**config.mk**
```make
export PLATFORM = sky130hd
export DESIGN_NAME = serial_addsub_flat
export DESIGN_NICKNAME = d
export VERILOG_FILES = /design/src/rtl/serial_addsub_pkg.sv /design/src/rtl/serial_addsub_if.sv /design/src/rtl/serial_addsub_fa.sv /design/src/rtl/serial_addsub.sv /design/src/flat_wrapper.sv
export SDC_FILE = /design/constraint.sdc
export NUM_CORES = 1
export LEC_CHECK = 0
export CAP_MARGIN = 15
export CORE_AREA = 5 5 60 62
export DETAILED_ROUTE_END_ITERATION = 16
export DIE_AREA = 0 0 65 67
export DONT_BUFFER_PORTS = 1
export GPL_ROUTABILITY_DRIVEN = 0
export MAX_ROUTING_LAYER = met4
export PLACE_DENSITY = 0.7
export SETUP_SLACK_MARGIN = 0.4
export SYNTH_ARGS = -nofsm -noshare
export SYNTH_HDL_FRONTEND = slang
export SYNTH_SLANG_ARGS = --single-unit
```
**constraint.sdc**
```tcl
create_clock -name clk -period 1.77 [get_ports clk]
set_input_delay 0.4425 -clock clk [delete_from_list [all_inputs] [get_ports clk]]
set_output_delay 0.4425 -clock clk [all_outputs]
set_load 0.02 [all_outputs]
```
**src/rtl/serial_addsub_pkg.sv**
```systemverilog
// Shared types and constants for the bit-serial adder/subtractor.
package serial_addsub_pkg;

    localparam int N_DEFAULT = 8;

    localparam logic OP_ADD = 1'b0;
    localparam logic OP_SUB = 1'b1;

    typedef enum logic [1:0] {
        IDLE = 2'd0,
        RUN  = 2'd1,
        DONE = 2'd2
    } state_e;

endpackage

```
**src/rtl/serial_addsub_if.sv**
```systemverilog
// Request/acknowledge bus of the serial adder: operands in, result and status out.
interface serial_addsub_if
    import serial_addsub_pkg::*;
#(
    parameter int N = N_DEFAULT
) ();

    logic         req;
    logic         op;
    logic [N-1:0] x;
    logic [N-1:0] y;
    logic         ack;
    logic         busy;
    logic [N-1:0] r;
    logic         co;
    logic         ovf;

    modport master (
        output req, op, x, y,
        input  ack, busy, r, co, ovf
    );

    modport slave (
        input  req, op, x, y,
        output ack, busy, r, co, ovf
    );

endinterface

```
**src/rtl/serial_addsub_fa.sv**
```systemverilog
// One-bit full adder used as the per-bit datapath of serial_addsub.
module fa (
    output logic co,
    output logic s,
    input  logic ci,
    input  logic x,
    input  logic y
);

    assign s  = x ^ y ^ ci;
    assign co = (x & y) | (ci & (x ^ y));

endmodule

```
**src/rtl/serial_addsub.sv**
```systemverilog
// Bit-serial N-bit add/subtract, LSB first, one bit per clock through a single
// full adder; subtraction is x + ~y + 1 with the +1 preloaded into the carry.
module serial_addsub
    import serial_addsub_pkg::*;
#(
    parameter int N = N_DEFAULT
) (
    input logic             clk,
    input logic             rst_n,
    serial_addsub_if.slave  bus
);

    localparam int             CW   = $clog2(N);
    localparam logic [CW-1:0]  LAST = CW'(N - 1);

    state_e        r_state;
    logic [N-1:0]  r_xs;
    logic [N-1:0]  r_ys;
    logic [N-1:0]  r_acc;
    logic          r_carry;
    logic [CW-1:0] r_cnt;
    logic [N-1:0]  r_r;
    logic          r_co;
    logic          r_ovf;

    logic          w_sum;
    logic          w_fa_co;
    logic [N-1:0]  w_acc_next;

    fa u_fa (
        .co (w_fa_co),
        .s  (w_sum),
        .ci (r_carry),
        .x  (r_xs[0]),
        .y  (r_ys[0])
    );

    assign w_acc_next = {w_sum, r_acc[N-1:1]};

    // NOTE: sequential state uses non-blocking assignments so every register
    // samples pre-edge values, independent of statement order.
    always_ff @(posedge clk) begin
        if (!rst_n) begin
            r_state <= IDLE;
            r_xs    <= '0;
            r_ys    <= '0;
            r_acc   <= '0;
            r_carry <= 1'b0;
            r_cnt   <= '0;
            r_r     <= '0;
            r_co    <= 1'b0;
            r_ovf   <= 1'b0;
        end else begin
            case (r_state)
                IDLE: begin
                    if (bus.req) begin
                        r_xs    <= bus.x;
                        r_ys    <= (bus.op == OP_SUB) ? ~bus.y : bus.y;
                        r_carry <= bus.op;
                        r_cnt   <= '0;
                        r_state <= RUN;
                    end
                end
                RUN: begin
                    r_acc   <= w_acc_next;
                    r_xs    <= r_xs >> 1;
                    r_ys    <= r_ys >> 1;
                    r_carry <= w_fa_co;
                    r_cnt   <= r_cnt + CW'(1);
                    // On the MSB, r_carry is the carry into bit N-1.
                    if (r_cnt == LAST) begin
                        r_r     <= w_acc_next;
                        r_co    <= w_fa_co;
                        r_ovf   <= r_carry ^ w_fa_co;
                        r_state <= DONE;
                    end
                end
                DONE: begin
                    if (!bus.req) begin
                        r_state <= IDLE;
                    end
                end
                default: r_state <= IDLE;
            endcase
        end
    end

    assign bus.ack  = (r_state == DONE);
    assign bus.busy = (r_state == RUN);
    assign bus.r    = r_r;
    assign bus.co   = r_co;
    assign bus.ovf  = r_ovf;

endmodule

```
**src/flat_wrapper.sv**
```systemverilog
// flat-port wrapper written by rule: the top's interface ports become plain ports
module serial_addsub_flat import serial_addsub_pkg::*;
#(
    parameter int N = N_DEFAULT
)
  (clk, rst_n, bus_req, bus_op, bus_x, bus_y, bus_ack, bus_busy, bus_r, bus_co, bus_ovf);
  serial_addsub_if #(.N(N)) bus_i ();
  input logic clk;
  input logic rst_n;
  input wire logic [$bits(bus_i.req)-1:0] bus_req;
  input wire logic [$bits(bus_i.op)-1:0] bus_op;
  input wire logic [$bits(bus_i.x)-1:0] bus_x;
  input wire logic [$bits(bus_i.y)-1:0] bus_y;
  output wire logic [$bits(bus_i.ack)-1:0] bus_ack;
  output wire logic [$bits(bus_i.busy)-1:0] bus_busy;
  output wire logic [$bits(bus_i.r)-1:0] bus_r;
  output wire logic [$bits(bus_i.co)-1:0] bus_co;
  output wire logic [$bits(bus_i.ovf)-1:0] bus_ovf;
  assign bus_i.req = bus_req;
  assign bus_i.op = bus_op;
  assign bus_i.x = bus_x;
  assign bus_i.y = bus_y;
  assign bus_ack = bus_i.ack;
  assign bus_busy = bus_i.busy;
  assign bus_r = bus_i.r;
  assign bus_co = bus_i.co;
  assign bus_ovf = bus_i.ovf;
  serial_addsub #(.N(N)) u_core (.clk(clk), .rst_n(rst_n), .bus(bus_i));
endmodule
```
Word level (Yosys, flattened, before mapping)
Cells that the tools add are included.
Widths: inputs -> output; s select.

word-level totals
  register bits = 40
  output and inout port bits = 12
  word-level logic and storage cells = 41

operators by class
  add/sub/neg operators = 1
  equal/unequal tests = 6
  muxes and demuxes = 13
  bitwise logic cells = 7
  reductions and logical operators = 5

operators with widths
  kind                 number
  $pmux 8 s2           2
  $mux 8               3
  $not 8->8            1
  $mux 2               3
  $pmux 2 s3           1
  $pmux 3 s2           1
  $ne 2x2->1 const B   2
  $reduce_and 2->1     2
  $add 3x1->3 const B  1
  $eq 3x3->1 const B   1
  $mux 3               1
  $reduce_and 3->1     1
  $xor 1x1->1          3
  $and 1x1->1          2
  $eq 2x1->1 const B   1
  $eq 2x2->1 const B   1
  $logic_not 2->1      1
  $ne 2x1->1 const B   1
  $pmux 1 s2           1
  $reduce_bool 2->1    1
  $mux 1               1
  $or 1x1->1           1

Logic depth before layout (Yosys ltp)
  word-level depth = 4
  depth in mapped cells = 7
  depth with buffers taken out = 5

Cells and area by module
Synthesis repeated with hierarchy kept, for this count alone.

second synthesis, totals
  cell total of the unflattened synthesis = 196
  area total of the unflattened synthesis = 1740.4 µm²

by module, submodules not included
  module         instances  cells each  area an instance (µm²)
  serial_addsub  1          195         1720.4
  fa             1          1           20.0

Worst setup path after synthesis
No wires, ideal clock.

  kind = register to output
  start point = reg u_core.r_state[1]
  end point = out bus_ack
  arrival = 0.920 ns
  data required time = 1.327 ns
  setup slack = 0.407 ns
  cell stages (with the launch flop) = 3
  path through = dfxtp_1 > buf_4 > nor2b_1

between the ends
  word-level cells in the longest chain between the ends = 1

ends and longest elaborated chain
  element                 RTL line             text
  start, declared         serial_addsub.sv:16  state_e r_state;
  start signal, assigned  serial_addsub.sv:44  r_state <= IDLE;
  start signal, assigned  serial_addsub.sv:61  r_state <= RUN;
  start signal, assigned  serial_addsub.sv:75  r_state <= DONE;
  $eq 2x2->1              serial_addsub.sv:88  assign bus.ack = (r_state == DONE);
  end, declared           flat_wrapper.sv:14   output wire logic [$bits(bus_i.ack)-1:0] bus_ack;

No other way between the ends.

Final worst setup path
Ends and elaborated chain as after synthesis.

==> out/qor.txt <==
Outcome -> complete, no violations
Crit share post-route -> 83.5%
Sequential-to-total area share from yosys stat -> 44.9%
Most common cell after layout, fill and taps aside -> nand2_1
Share of cells above drive strength 1 -> 21.1%
Asr flop ratio synth -> 0%
Worst setup EP type -> primary output
Critical Path, Cell by Cell -> nor2b_4 > buf_6
Final Max Tran Viols -> 0
Largest net degree at the start of global routing -> 26
Htree depth -> 2
Max stage delay on crit path -> 0.39 ns
Grt total ovfl -> 0
Delay-heaviest family, CP -> flip-flops
Final Cell Area -> 0.00193 mm2
Non-filler cells, final -> 237
Most frequent cells in the layout -> nand2_1, dfxtp_1, a21oi_1
Critical Path Fanout Max -> 3
Fmax -> 676 MHz
PwrDens -> 819 mW/mm2
Die Area -> 0.00436 mm2
Finish-stage setup viols -> 0
Worst skew pair latency -> 0.34 ns
Routed len/inst -> 15.9 um
Placed cell count -> 220
Post-DR vias/cell -> 6.00
Initial core utilization -> 58.4%
Synth Register Bits -> 39
Num CTS Buffers -> 5
Synth unique cells -> 35
IO Count -> 32
Required time worst endpoint -> 1.33 ns
WHS -> 0.228 ns
TNS Setup -> 0 ns
Flip-flop and latch area -> 790 um2
First-pass GRT wire length -> 6.41 mm
Crit path arrival time -> 1.04 ns
TritonRoute pass-1 iters -> 4
Hold Path Class -> in2reg
Die W -> 65 um
GRT Util Overall -> 19.9%
Leading area contributor after synthesis -> dfxtp_1
Initial antenna violation count -> 0
Yosys warning count -> 0
Syn avg cell area -> 8.87 um2
Mapped cell area -> 0.00174 mm2
VDD IR max -> 0.459 mV
Max_cap viols -> 0
Max transition margin -> 80.2%
Synthesized instance count -> 196
NumNets Final -> 227
FP Rows -> 20
Post-DRT Antenna Nets -> 0
Slew @ Worst Pin -> 0.296 ns
RSZ-0062 raised after global routing -> true
Buffers & Inverters on Critical Path -> 1
Post-synth EDFFs -> 0
Placed Instance Area -> 0.00172 mm2
DRT iter0 DRCs -> 79
Clock transition at path regs -> 0.11 ns
Vias in the first global route -> 1398
Core area -> 0.00298 mm2
Syn nets -> 219
Fillers -> 275
Hold Vio Cnt, Final -> 0
Clock root buffer -> clkbuf_4
Area Growth Syn to Fin -> 11.1%
Diodes inserted -> 0
Minimum clock period -> 1.48 ns
DP Wirelength -> 2.37 mm
CTS tree -> yes
Routed WL -> 3.77 mm
Fin Clk Skew -> 0.00593 ns
Clock Sinks -> 39
Port bufs -> 0
Area share of the largest cell type after synthesis -> 44.9%
Clock Tree Buf Depth -> 2
Overall power -> 1.58 mW
Via count -> 1422
Slowest CP cell -> dfxtp_4
Area contributors post-synth -> dfxtp_1, nand2_1, a21oi_1
Main synth FF type -> dfxtp_1
Setup CP Type -> reg2out
Area of the multi-input gates -> 918 um2
P_leak -> 0.712 nW
DRC -> 0
CP startpoint kind -> flop
Die height -> 67 um
## where the power goes
part | internal (mW) | total (mW) | switching, mW
Sequential | 0.914 | 0.947 | 0.0324
Combinational | 0.0760 | 0.166 | 0.0898
Clock | 0.184 | 0.469 | 0.285
## final timing paths
kind / end / slack, ns / cells after the start / startpoint
max: bus_ack / 0.29 / 2 / u_core.r_state[1]
min reg2reg: u_core.bus.r[0] / 0.47 / 2 / u_core.r_acc[1]
max reg2reg: u_core.bus.r[1] / 0.45 / 6 / u_core.r_cnt[0]
min: u_core.r_xs[6] / 0.23 / 2 / rst_n
## Yosys cell counts, types with 2 or more instances
cell type   n
a21oi_1    25
a22oi_1     9
buf_4       4
buf_6       3
clkbuf_1    5
clkinv_1    2
dfxtp_1    39
ha_1        2
inv_1       2
mux2i_1     2
nand2_1    41
nor2_1      5
o21ai_0    14
o21ai_1     2
o221ai_1    8
or3b_1      2
or3b_2      6
xor2_1      8
## per-stage QoR
step,setup WS (ns),util [%]
floorplan,0.407,-
global placement,0.377,57.8
detailed placement,0.289,57.8
CTS,0.322,62.6
global route,0.235,64.8
finish,0.291,64.8
## worst register-to-register path: stages, from the launching register on
cell	delay (ns)
dfxtp_2	0.35
ha_2	0.19
ha_4	0.18
and3b_2	0.24
buf_4	0.15
nand2_1	0.06
a21oi_1	0.05
## sequential cells by signal, summed over array words and instances (netlist names)
name / cells
u_core.bus.r: 8
u_core.r_xs: 8
u_core.r_ys: 8
u_core.r_acc: 7
u_core.r_cnt: 3
u_core.r_state: 2
u_core.bus.co: 1
u_core.bus.ovf: 1
u_core.r_carry: 1
## kinds of logic after synthesis
family | after synthesis | share of synthesized area, %
compound gates | 63 | 22.9
simple gates | 62 | 17.6
flops | 39 | 44.9
buf+inv | 18 | 6.26
xor+xnor | 9 | 4.54
fa+ha+maj | 3 | 2.59
mux | 2 | 1.15
## metal layers
metal / up-vias / track usage, % / share of wire, %
met2: 56 / 32.2 / 48
met4: 0 / 7.39 / 2.3
met1: 649 / 22.2 / 42
li1: 707 / - / -
met3: 10 / 7.76 / 7.8
met5: - / - / 0
## timing repair
| item | in CTS | in global routing |
|---|---|---|
| resized for setup | 14 | 9 |
| buffers inserted | 4 | 3 |
| endpoints found under the setup margin | 14 | 15 |
| endpoints found under the hold margin | 0 | 0 |
| hold buffers | 0 | 0 |
| gates cloned | 3 | 0 |
| pin swaps | 1 | 2 |
## final cells by class
class	instances	area share (%)
clock buffer	6	2.66
clock inverter	1	0.259
inverter	5	1.36
multi-input combinational	140	47.6
sequential	39	40.9
tap	33	2.14
timing repair buffer	11	4.47
timing repair inverter	2	0.648
(Power assumes the default switching activity.)
==> RTL edit 1: new RTL, same flow settings <==
Reset style: asynchronous (`rst_n`), changed in one clocked block.
--- a/src/rtl/serial_addsub.sv
+++ b/src/rtl/serial_addsub.sv
@@ -39,7 +39,7 @@
 
     // NOTE: sequential state uses non-blocking assignments so every register
     // samples pre-edge values, independent of statement order.
-    always_ff @(posedge clk) begin
+    always_ff @(posedge clk or negedge rst_n) begin
         if (!rst_n) begin
             r_state <= IDLE;
             r_xs    <= '0;
Formal check against the unedited RTL: differs if rst_n is asserted again (counterexample within 4 cycles, from zero or initial values and one cycle with rst_n low); with rst_n held inactive, the same outputs for 10 cycles.
==> RTL edit 1 against the unedited design <==
- register-to-register slack lost 0.10 ns
- critical path type unchanged
- design area grew 15%
- synthesized area grew 7.9%
- setup slack lost 0.060 ns
- die area is the same
- sequential cell count is the same
- utilization grew 9.5 points
- routed wire length shrank 1.5%
Power is not compared: it rests on default switching activity, and its combinational part moved more than twofold at a synthesized area within 25%.
==> RTL edit 1: results (changes against the unedited design) <==
synth warn 0 (unchanged); register area share after synthesis 0.520 (was 0.449); Synth top cells by count 39 x dfrtp_1, 14 x nand2_1, 12 x nor2b_1, 12 x o21ai_0, 11 x a22oi_1 (was 41 x nand2_1, 39 x dfxtp_1, 25 x a21oi_1, 14 x o21ai_0, 9 x a22oi_1); Post-Place Worst Slack 0.299 ns (was 0.289 ns); Worst R2R Path Depth 5 (was 6); CP Capture Point bus_busy (was bus_ack); reg2reg start u_core.r_state[1]$_DFFE_PN0P_ (was u_core.r_cnt[0]$_SDFFE_PN0P_); crit path capture type primary output (unchanged); most common cell after layout, fill and taps aside dfrtp_1 (was nand2_1); post-placement cell area 1900 µm² (was 1720 µm²); clock skew 0.0116 ns (was 0.00593 ns); DRT iter0 DRCs 62 (was 79); largest net degree at the start of global routing 40 (was 26); hold path depth 2 (unchanged); hold crit path type input port to flop (unchanged); CTS buffer count 5 (unchanged); status finished clean (unchanged); area delta synth->final 17.9% (was 11.1%); synthesized instance count 154 (was 196); worst hold margin 0.241 ns (was 0.228 ns); met1 usage 0.227 (was 0.222); Clock Tree Buf Depth 2 (unchanged); DR vias 1,241 (was 1,422); vias in the first global route 1,295 (was 1,398); number of port buffers 0 (unchanged); first-pass GRT wire length 6200 µm (was 6410 µm); detailed placement HPWL 2330 µm (was 2370 µm); placed cells 182 (was 220); reg2reg end u_core.r_acc[2]$_DFFE_PN0P_ (was u_core.bus.r[1]$_SDFFE_PN0P_); CTS clock-pin slew for the worst setup and hold paths 0.11 ns (about the same); Non-Filler Instances 206 (was 237); Met3 Wirelength 161 µm (was 295 µm); Synth area leaders dfrtp_1 52%, mux2_2 6.0%, mux2_4 5.6%, a22oi_1 4.4%, nor2b_1 4.0% (was dfxtp_1 45%, nand2_1 8.9%, a21oi_1 7.2%, o21ai_0 4.0%, o221ai_1 4.0%); Cell variety after synth 28 (was 35); GRT Util Overall 0.194 (was 0.199); Worst Path Arrival 1.10 ns (was 1.04 ns); hold endpoint u_core.r_state[1]$_DFFE_PN0P_ (was u_core.r_xs[6]$_SDFFE_PN0P_); routed wire length on met2 1880 µm (was 1790 µm); M3 GR Usage 0.0455 (was 0.0776); hold wc startpoint bus_req (was rst_n); FMAX 650 MHz (was 676 MHz); Worst Tran Pin Value 0.243 ns (was 0.296 ns); ys async rst share 1.00 (was 0); Reg2Reg Setup Slack 0.35 ns (was 0.45 ns); GR Util met2 0.326 (was 0.322); nets 195 (was 227); Met1 Wirelength 1630 µm (was 1590 µm); share of cells above drive strength 1 0.341 (was 0.211); WL final 3720 µm (was 3770 µm); FILL cells 204 (was 275); Worst Path Max Fanout 8 (was 3)
==> RTL edit 1: cell count changes in the layout (fill, tap and decap cells not counted), moves of 6 or more <==
cell      delta
o221ai_1     -8
nand2_1     -27
xor2_1       -7
nor2b_1     +10
mux2_4       +9
xnor2_1      +7
or3b_2       -6
a21oi_1     -16
mux2_2       +8
dfxtp_1     -36
dfrtp_1     +38
==> RTL edit 1: kinds of logic (layout without fill, tap and decap cells) <==
family                     count (synthesis)  count (layout)  synth area share
AOI/OAI and AO/OA                         43              43             0.162
DFF                                       39              39             0.520
and+or+nand+nor                           32              33            0.0974
muxes                                     17              17             0.116
buffers and inverters                     11              29            0.0380
xor gates and xnor gates                   9               9            0.0420
adders and majority gates                  3               3            0.0240
==> RTL edit 1: where the power goes <==
group / total [mW] / leakage, nW / switching, mW / internal, mW
combinational: 1.50 / 0.448 / 0.625 / 0.880
clock: 0.729 / 0.0525 / 0.288 / 0.441
sequential: 1.69 / 0.491 / 0.419 / 1.28
==> RTL edit 1: timing repair <==
action	in CTS	in global routing
pin swaps	1	7
cloned	1	1
endpoints found under the setup margin	27	28
hold buffers	2	0
setup buffers	5	7
endpoints found under the hold margin	39	0
resized for setup	7	10
==> RTL edit 1: area by class of cell <==
| cell class | instances | area share |
|---|---|---|
| timing repair buffer | 21 | 0.0865 |
| multi-input combinational | 105 | 0.407 |
| clock buffer | 6 | 0.0187 |
| sequential | 39 | 0.442 |
| tap | 33 | 0.0187 |
| clock inverter | 2 | 0.0271 |
==> RTL edit 1: worst max-delay path, stage by stage (launching register included) <==
cell	delay (ns)
dfrtp_2	0.46
nor2b_4	0.14
buf_8	0.15
==> RTL edit 2: new RTL, same settings <==
Made on the original files. The package constant `N_DEFAULT` goes from 8 to 4.
--- a/src/rtl/serial_addsub_pkg.sv
+++ b/src/rtl/serial_addsub_pkg.sv
@@ -1,7 +1,7 @@
 // Shared types and constants for the bit-serial adder/subtractor.
 package serial_addsub_pkg;
 
-    localparam int N_DEFAULT = 8;
+    localparam int N_DEFAULT = 4;
 
     localparam logic OP_ADD = 1'b0;
     localparam logic OP_SUB = 1'b1;
Interface: changed (resized bus_r, bus_x and bus_y); port bits go from 32 to 20. The function was not compared with the original's and may differ.
==> RTL edit 2 against the unedited design <==
- clock power fell by 39%
- clock skew shrank 0.0024 ns
- cell count fell by 36%
- highest routed layer unchanged
- largest power group unchanged
- sequential cell count decreased by 17
- routed wire length shrank 43%
- synthesized area down 43%
- design area shrank 43%
- power decreased by 41%
- setup slack better by 0.046 ns
==> RTL edit 2: results (changes against the unedited design) <==
Sink Count 22 (was 39); Post-Synth Adder-Cell Area 0.0327 (was 0.0259); Synth top cells by count 22 x dfxtp_1, 17 x nand2_1, 14 x a21oi_1, 6 x nand3_1, 6 x o21ai_0 (was 41 x nand2_1, 39 x dfxtp_1, 25 x a21oi_1, 14 x o21ai_0, 9 x a22oi_1); Signal buf overhead 0.0474 (was 0.0447); Met1 Wirelength 941 µm (was 1590 µm); vias in the first global route 803 (was 1,398); detailed placement HPWL 1530 µm (was 2370 µm); Cell variety after synth 31 (was 35); VDD IR max 0.334 mV (was 0.459 mV); Worst Path Max Fanout 4 (was 3); placed cells 141 (was 220); M3 GR Usage 0.0405 (was 0.0776); proportion of synthesized area in mux cells 0.0201 (was 0.0115); Synth Area in XOR/XNOR 0.0440 (was 0.0454); post-CTS sizing 9 (was 14); hold wc startpoint bus_req (was rst_n); Post-Place Worst Slack 0.469 ns (was 0.289 ns); GRT Util Overall 0.112 (was 0.199); post-placement cell area 1000 µm² (was 1720 µm²); Compound-Gate Fraction of Synth Area 0.210 (was 0.229); DRT iter0 DRCs 44 (was 79); FILL cells 303 (was 275); Worst Path Arrival 0.99 ns (was 1.04 ns); routed vias/inst 5.54 (was 6.00); routed len/inst 14.1 µm (was 15.9 µm); fin area 1110 µm² (was 1930 µm²); clock buffers 4 (was 6); sw frac 0.255 (was 0.257); reg2reg start u_core.r_state[1]$_SDFFE_PN0P_ (was u_core.r_cnt[0]$_SDFFE_PN0P_); status finished clean (unchanged); Worst Setup SP u_core.r_state[0]$_SDFFE_PN0P_ (was u_core.r_state[1]$_SDFFE_PN0P_); CTS buffer count 3 (was 5); clk_lat worst skew 0.32 ns (was 0.34 ns); P_leak 0.409 nW (was 0.712 nW); largest net degree at the start of global routing 18 (was 26); routed wire length on met2 985 µm (was 1790 µm); share of cells above drive strength 1 0.169 (was 0.211); synthesized instance count 113 (was 196); register area share after synthesis 0.442 (was 0.449); #MultiIn Comb 79 (was 140); Layout clock area frac 0.0327 (was 0.0292); clock skew 0.00350 ns (was 0.00593 ns); inverters 6 (was 7); H-tree lvl count 1 (was 2); register area 448 µm² (was 790 µm²); met1 usage 0.119 (was 0.222); Met3 Wirelength 154 µm (was 295 µm); Non-Filler Instances 151 (was 237); CP delay by family, top flip-flops (unchanged)
[RTL edit 2: power groups by stage]
| stage | clock network, mW | registers (mW) | logic (mW) |
|---|---|---|---|
| 2_1_floorplan | 0 | 0.545 | 0.0872 |
| 3_3_place_gp | 0 | 0.549 | 0.0872 |
| 3_5_place_dp | 0 | 0.550 | 0.0894 |
| 4_1_cts | 0.285 | 0.537 | 0.103 |
| 5_1_grt | 0.311 | 0.541 | 0.117 |
| 6_report | 0.285 | 0.537 | 0.103 |
[RTL edit 2: path summary, 6_finish.rpt]
check	slack (ns)	end	cells after the start
worst max-delay path	0.34	bus_ack	1
worst min-delay path	0.24	u_core.r_state[1]$_SDFFE_PN0P_	2
worst max register to register	0.41	u_core.r_xs[0]$_SDFFE_PN0P_	5
worst min register to register	0.47	u_core.r_acc[1]$_SDFFE_PN0P_	2
